<file path="config.mk">
export PLATFORM = sky130hd
export DESIGN_NAME = light_dp
export DESIGN_NICKNAME = d
export VERILOG_FILES = /design/src/rtl/light_dp.sv
export SDC_FILE = /design/constraint.sdc
export NUM_CORES = 1
export LEC_CHECK = 0
export BUFFER_PORTS_ARGS = -buffer_cell sky130_fd_sc_hd__buf_2
export CORE_ASPECT_RATIO = 0.9
export CORE_UTILIZATION = 50
export DETAILED_ROUTE_END_ITERATION = 10
export HOLD_SLACK_MARGIN = 0.02
export PLACE_DENSITY = 0.71
export RECOVER_POWER = 50
export SETUP_SLACK_MARGIN = 0.2
export SLEW_MARGIN = 20
export SYNTH_ARGS = -nofsm -noshare
export SYNTH_HDL_FRONTEND = slang
export SYNTH_HIERARCHICAL = 1
export SYNTH_SLANG_ARGS = --single-unit
export TNS_END_PERCENT = 30
</file>
<file path="constraint.sdc">
create_clock -name clk -period 8.2 [get_ports clk]
set_input_delay 0.41 -clock clk [delete_from_list [all_inputs] [get_ports clk]]
set_output_delay 0.41 -clock clk [all_outputs]
set_load 0.01 [all_outputs]
</file>
<file path="src/rtl/light_dp.sv">
// Traffic-light datapath: phase counter, per-phase duration banks (active + shadow),
// combinational phase-done flags and registered lamp drives.

module light_dp_phase #(
  parameter int               CNT_W = 10,
  parameter logic [CNT_W-1:0] DEF   = '0
) (
  input  logic             clk,
  input  logic             rst,
  input  logic             i_wr,
  input  logic [CNT_W-1:0] i_data,
  input  logic             i_commit,
  input  logic             i_hot,
  input  logic [CNT_W-1:0] i_cnt,
  output logic             o_done
);
  logic [CNT_W-1:0] r_shadow;
  logic [CNT_W-1:0] r_active;
  logic [CNT_W-1:0] w_eff;

  // A write in the commit cycle lands in shadow only; active takes the old shadow.
  always_ff @(posedge clk) begin
    if (rst) begin
      r_shadow <= DEF;
      r_active <= DEF;
    end else begin
      if (i_commit) r_active <= r_shadow;
      if (i_wr)     r_shadow <= i_data;
    end
  end

  assign w_eff  = (r_active == '0) ? CNT_W'(1) : r_active;
  assign o_done = i_hot && (i_cnt == w_eff - CNT_W'(1));
endmodule

module light_dp #(
  parameter int CNT_W     = 10,
  parameter int DUR_G1    = 16,
  parameter int DUR_NONE1 = 2,
  parameter int DUR_G2    = 2,
  parameter int DUR_NONE2 = 2,
  parameter int DUR_G3    = 2,
  parameter int DUR_Y     = 8,
  parameter int DUR_R     = 16
) (
  input  logic             clk,
  input  logic             rst,
  input  logic [7:0]       curr_state,
  input  logic             dp_cnt_rst,
  input  logic             cfg_valid,
  input  logic [2:0]       cfg_sel,
  input  logic [CNT_W-1:0] cfg_data,
  output logic [6:0]       done_state,
  output logic             lamp_r,
  output logic             lamp_y,
  output logic             lamp_g,
  output logic             cfg_pending,
  output logic             cfg_err
);
  localparam int NPH = 7;
  localparam logic [CNT_W-1:0] DEFS [NPH] = '{
    CNT_W'(DUR_G1), CNT_W'(DUR_NONE1), CNT_W'(DUR_G2), CNT_W'(DUR_NONE2),
    CNT_W'(DUR_G3), CNT_W'(DUR_Y),     CNT_W'(DUR_R)
  };

  logic [CNT_W-1:0] r_cnt;
  logic             r_lamp_r, r_lamp_y, r_lamp_g;
  logic             r_pending, r_err;
  logic             w_onehot;
  logic             w_commit;
  logic             w_cfg_ok;

  assign w_onehot = (curr_state != 8'd0) && ((curr_state & (curr_state - 8'd1)) == 8'd0);
  assign w_cfg_ok = cfg_valid && (cfg_sel != 3'd7);
  // R done is already gated by one-hot R, so it marks the end of a full cycle.
  assign w_commit = done_state[NPH-1];

  genvar g;
  generate
    for (g = 0; g < NPH; g++) begin : g_ph
      light_dp_phase #(.CNT_W(CNT_W), .DEF(DEFS[g])) u_ph (
        .clk      (clk),
        .rst      (rst),
        .i_wr     (w_cfg_ok && (cfg_sel == 3'(g))),
        .i_data   (cfg_data),
        .i_commit (w_commit),
        .i_hot    (w_onehot && curr_state[g+1]),
        .i_cnt    (r_cnt),
        .o_done   (done_state[g])
      );
    end
  endgenerate

  always_ff @(posedge clk) begin
    if (rst || dp_cnt_rst) r_cnt <= '0;
    else if (r_cnt != '1)  r_cnt <= r_cnt + CNT_W'(1);
  end

  // NONE phases, INIT and illegal encodings all blank the lamps.
  always_ff @(posedge clk) begin
    if (rst) begin
      r_lamp_r <= 1'b0;
      r_lamp_y <= 1'b0;
      r_lamp_g <= 1'b0;
    end else begin
      r_lamp_r <= w_onehot && curr_state[7];
      r_lamp_y <= w_onehot && curr_state[6];
      r_lamp_g <= w_onehot && (curr_state[1] || curr_state[3] || curr_state[5]);
    end
  end

  always_ff @(posedge clk) begin
    if (rst) begin
      r_pending <= 1'b0;
      r_err     <= 1'b0;
    end else begin
      r_err <= cfg_valid && (cfg_sel == 3'd7);
      if (w_cfg_ok)      r_pending <= 1'b1;
      else if (w_commit) r_pending <= 1'b0;
    end
  end

  assign lamp_r      = r_lamp_r;
  assign lamp_y      = r_lamp_y;
  assign lamp_g      = r_lamp_g;
  assign cfg_pending = r_pending;
  assign cfg_err     = r_err;
endmodule

</file>
==> metrics.csv <==
stage,metric,value,unit
status,status,"finished, violations left",
status,violations,"max-capacitance violations, max-slew violations",
setup_path,r2r-start,g_ph[6].u_ph/r_active[7],
sta,finalSetupViolations,0,
synth,async_flop_share,0,%
route,vias_per_cell,5.69,
route,wl_per_cell,17.5,um
cts,cts_resized,0,
pwr,pwr_density_cell,185,nW/um2
finish,insertedDiodeCount,0,
synth,synth_seq_area_share,37.9,%
synth,synth_edf_count,0,
pwr,leakagePower,3.28,nW
finish,area_delta_synth_final,12.2,%
route,drcViolationCount,0,
setup_path,path_common_cell,clkbuf_1,
route,dr.pass1.iters,5,
sta,rsz0062_at_grt,no,
route,drtIter0Drc,384,
floorplan,core,16100,um2
setup_path,critPathCaptureType,flip-flop,
pwr,ir_drop,0.000158,V
finish,drive_gt1_share,11.6,%
placement,dp_cells,1104,
hold_path,hold_depth,3,
sta,slew_viol_final,145,
cts,cts.sinks,155,
synth,yosysTopAreaCellShare,37.9,%
cts,clk_pin_slew,0.06,ns
synth,synth_common_cells,"nor2_1, dfxtp_1, mux2i_1",
synth,syn_inst,888,
setup_path,critPathTopFamily,buffers and inverters,
sta,finalHoldViolCount,0,
finish,nets,949,
pwr,p_seq_share,45.2,%
pwr,p_clk_share,51.0,%
placement,portBuffers,36,
synth,synth.top_cells.by_area,"dfxtp_1, mux2i_1, nor2_1, xnor2_1, xor2_1",
hold_path,hp-start,cfg_valid,
sta,whs,0.252,ns
hold_path,hold_class,input port to flip-flop,
global_route,grt_antenna_before_repair,0,
floorplan,fp-row-count,44,
sta,min_period,4.95,ns
floorplan,dieWidth,137,um
sta,fin_crit_sh,60.4,%
floorplan,start_util,51.0,%
global_route,grt_pass1_vias,5909,
synth,synth-main-ff-cell,dfxtp_1,
setup_path,slowest_stage,clkbuf_1,
run,cap_violations,2,
global_route,grtUsageTotal,24.9,%
pwr,power.switching,0.377,mW
setup_path,cp.arrival,5.30,ns
synth,synth-seq-cells,155,
cts,cts_buffer_depth,2,
cts,ctsHoldBuffers,0,
synth,synth_area_per_cell,9.23,um2
pwr,swShare,22.2,%
setup_path,critical-path-max-stage-delay,2.23,ns
setup_path,critPathMaxFanout,75,
placement,gp_congestion,0.871,
setup_path,cp_num_buf_inv,3,
sta,skew,0.00750,ns
setup_path,required,8.55,ns
sta,max_freq,202,MHz
synth,ys_warn_count,6,
sta,tightest_slew,3.20,ns
setup_path,start_kind,input port,
route,vias,6460,
setup_path,worstSetupPathType,input port to flip-flop,
global_route,grt_pass1_wl,31.7,mm
setup_path,regToRegSetupSlack,4.05,ns
cts,cts_tree,built,
synth,yosysUniqueCellTypes,59,
floorplan,dieArea,16900,um2
pwr,p_int,1.33,mW
pwr,fin_total_pwr,1.70,mW
floorplan,ios,37,
placement,hpwl,12.8,mm
cts,cts_max_level,4,
finish,fin_area,9190,um2
placement,dpl-instance-area,8550,um2
route,wl,19.9,mm
finish,fin_cells,1135,
global_route,grt_max_degree,76,
synth,syn-num-nets,921,
cts,cts_buffers,17,
hold_path,worstHoldEndpoint,cfg_pending,
synth,syn-cell-area,8200,um2
route,ant_nets,0,
setup_path,r2r-end,g_ph[6].u_ph/r_active[8],
setup_path,worstPathCellList,"clkbuf_1, clkbuf_1, inv_1, o211ai_1",
setup_path,reg2regPathDepth,11,
finish,fillCellCount,1472,
cts,insertion_delay,0.43,ns
cts,cts_root_buf,clkbuf_16,
synth,synth_top_area_cell,dfxtp_1,
sta,slew_headroom,-113,%
pwr,comb_power_share,3.8,%
floorplan,die_h,123,um
sta,fin_tns_setup,0,ns
cts,postCtsSetupBuffers,0,
global_route,grt_overflow,0,
synth,synth_most_common_cell,nor2_1,
## kinds of logic after synthesis
kind of cell	share of synthesized area [%]
DFF	37.9
adders and majority gates	1.22
buffers and inverters	2.40
AOI/OAI and AO/OA	7.88
muxes	17.8
and+or+nand+nor	25.9
xor gates and xnor gates	6.95
## per-stage QoR
step	setup slack, ns	utilization [%]
floorplan	4.95	-
global placement	4.05	53.2
detailed placement	4.00	53.2
CTS	4.10	57.2
global route	2.70	57.2
finish	3.25	57.2
## area by class of cell
class,instances,area (um2),share of cell area (%)
multi-input cells,687,4930,53.6
flip-flops and latches,155,3100,33.8
clock buffers,18,429,4.67
well taps,207,259,2.82
clock inverters,13,216,2.35
repair buffers,41,206,2.25
inverters,14,52.6,0.572
## state kept, by name, summed over array words and instances, names as in the netlist
signal	count
lamp_r	1
lamp_g	1
cfg_pending	1
g_ph.u_ph/r_active	70
lamp_y	1
r_cnt	10
g_ph.u_ph/r_shadow	70
cfg_err	1
## power by group through the flow
| stage | sequential (mW) | combinational, mW | clock [mW] |
|---|---|---|---|
| floorplan | 0.783 | 0.0364 | 0 |
| CTS | 0.769 | 0.0656 | 0.876 |
| global route | 0.770 | 0.0707 | 0.912 |
| global placement | 0.786 | 0.0646 | 0 |
| finish | 0.769 | 0.0653 | 0.868 |
| detailed placement | 0.786 | 0.0653 | 0 |
## worst max-delay path by stage
stage	cells past startpoint	end	slack, ns	start
floorplan	10	g_ph[0].u_ph/r_active[7]	4.95	g_ph[6].u_ph/r_active[7]
global placement	10	g_ph[3].u_ph/r_active[3]	4.05	curr_state[3]
detailed placement	10	g_ph[1].u_ph/r_active[5]	4.00	curr_state[3]
CTS	11	g_ph[6].u_ph/r_active[8]	4.10	g_ph[6].u_ph/r_active[7]
global route	4	g_ph[4].u_ph/r_active[1]	2.70	rst
finish	4	g_ph[4].u_ph/r_active[1]	3.25	rst
## worst min-delay path: cells and delay by family
kind / cells / cell delay [ns]
buf+inv: 1 / 0.10
simple gates: 1 / 0.08
compound gates: 1 / 0.06
## placed cells by master, fill, tap and decap left out, types with 13 or more instances in the layout
cell       Yosys  layout
buf_2          4      30
nor2_1       182     180
mux2i_1      137     137
nand2_1       28      28
dfxtp_1      155     155
inv_1         14      14
nor2b_1       14      14
a21oi_1       13      13
nand2b_1      25      25
clkbuf_16      0      17
nand4_1       15      15
xnor2_1       42      42
xor2_1        23      23
nor3_1        25      23
nand3_1       30      30
## layer usage
metal | wire length [um] | vias up | track usage (%) | share of wire [%]
met5 | 0 | - | 0 | 0
met4 | 369 | 0 | 9.27 | 1.9
met3 | 746 | 27 | 4.22 | 3.7
met2 | 8890 | 130 | 39.3 | 45
met1 | 9920 | 3062 | 34.0 | 50
li1 | - | 3241 | - | -
Power figures use the tool's default switching activity.
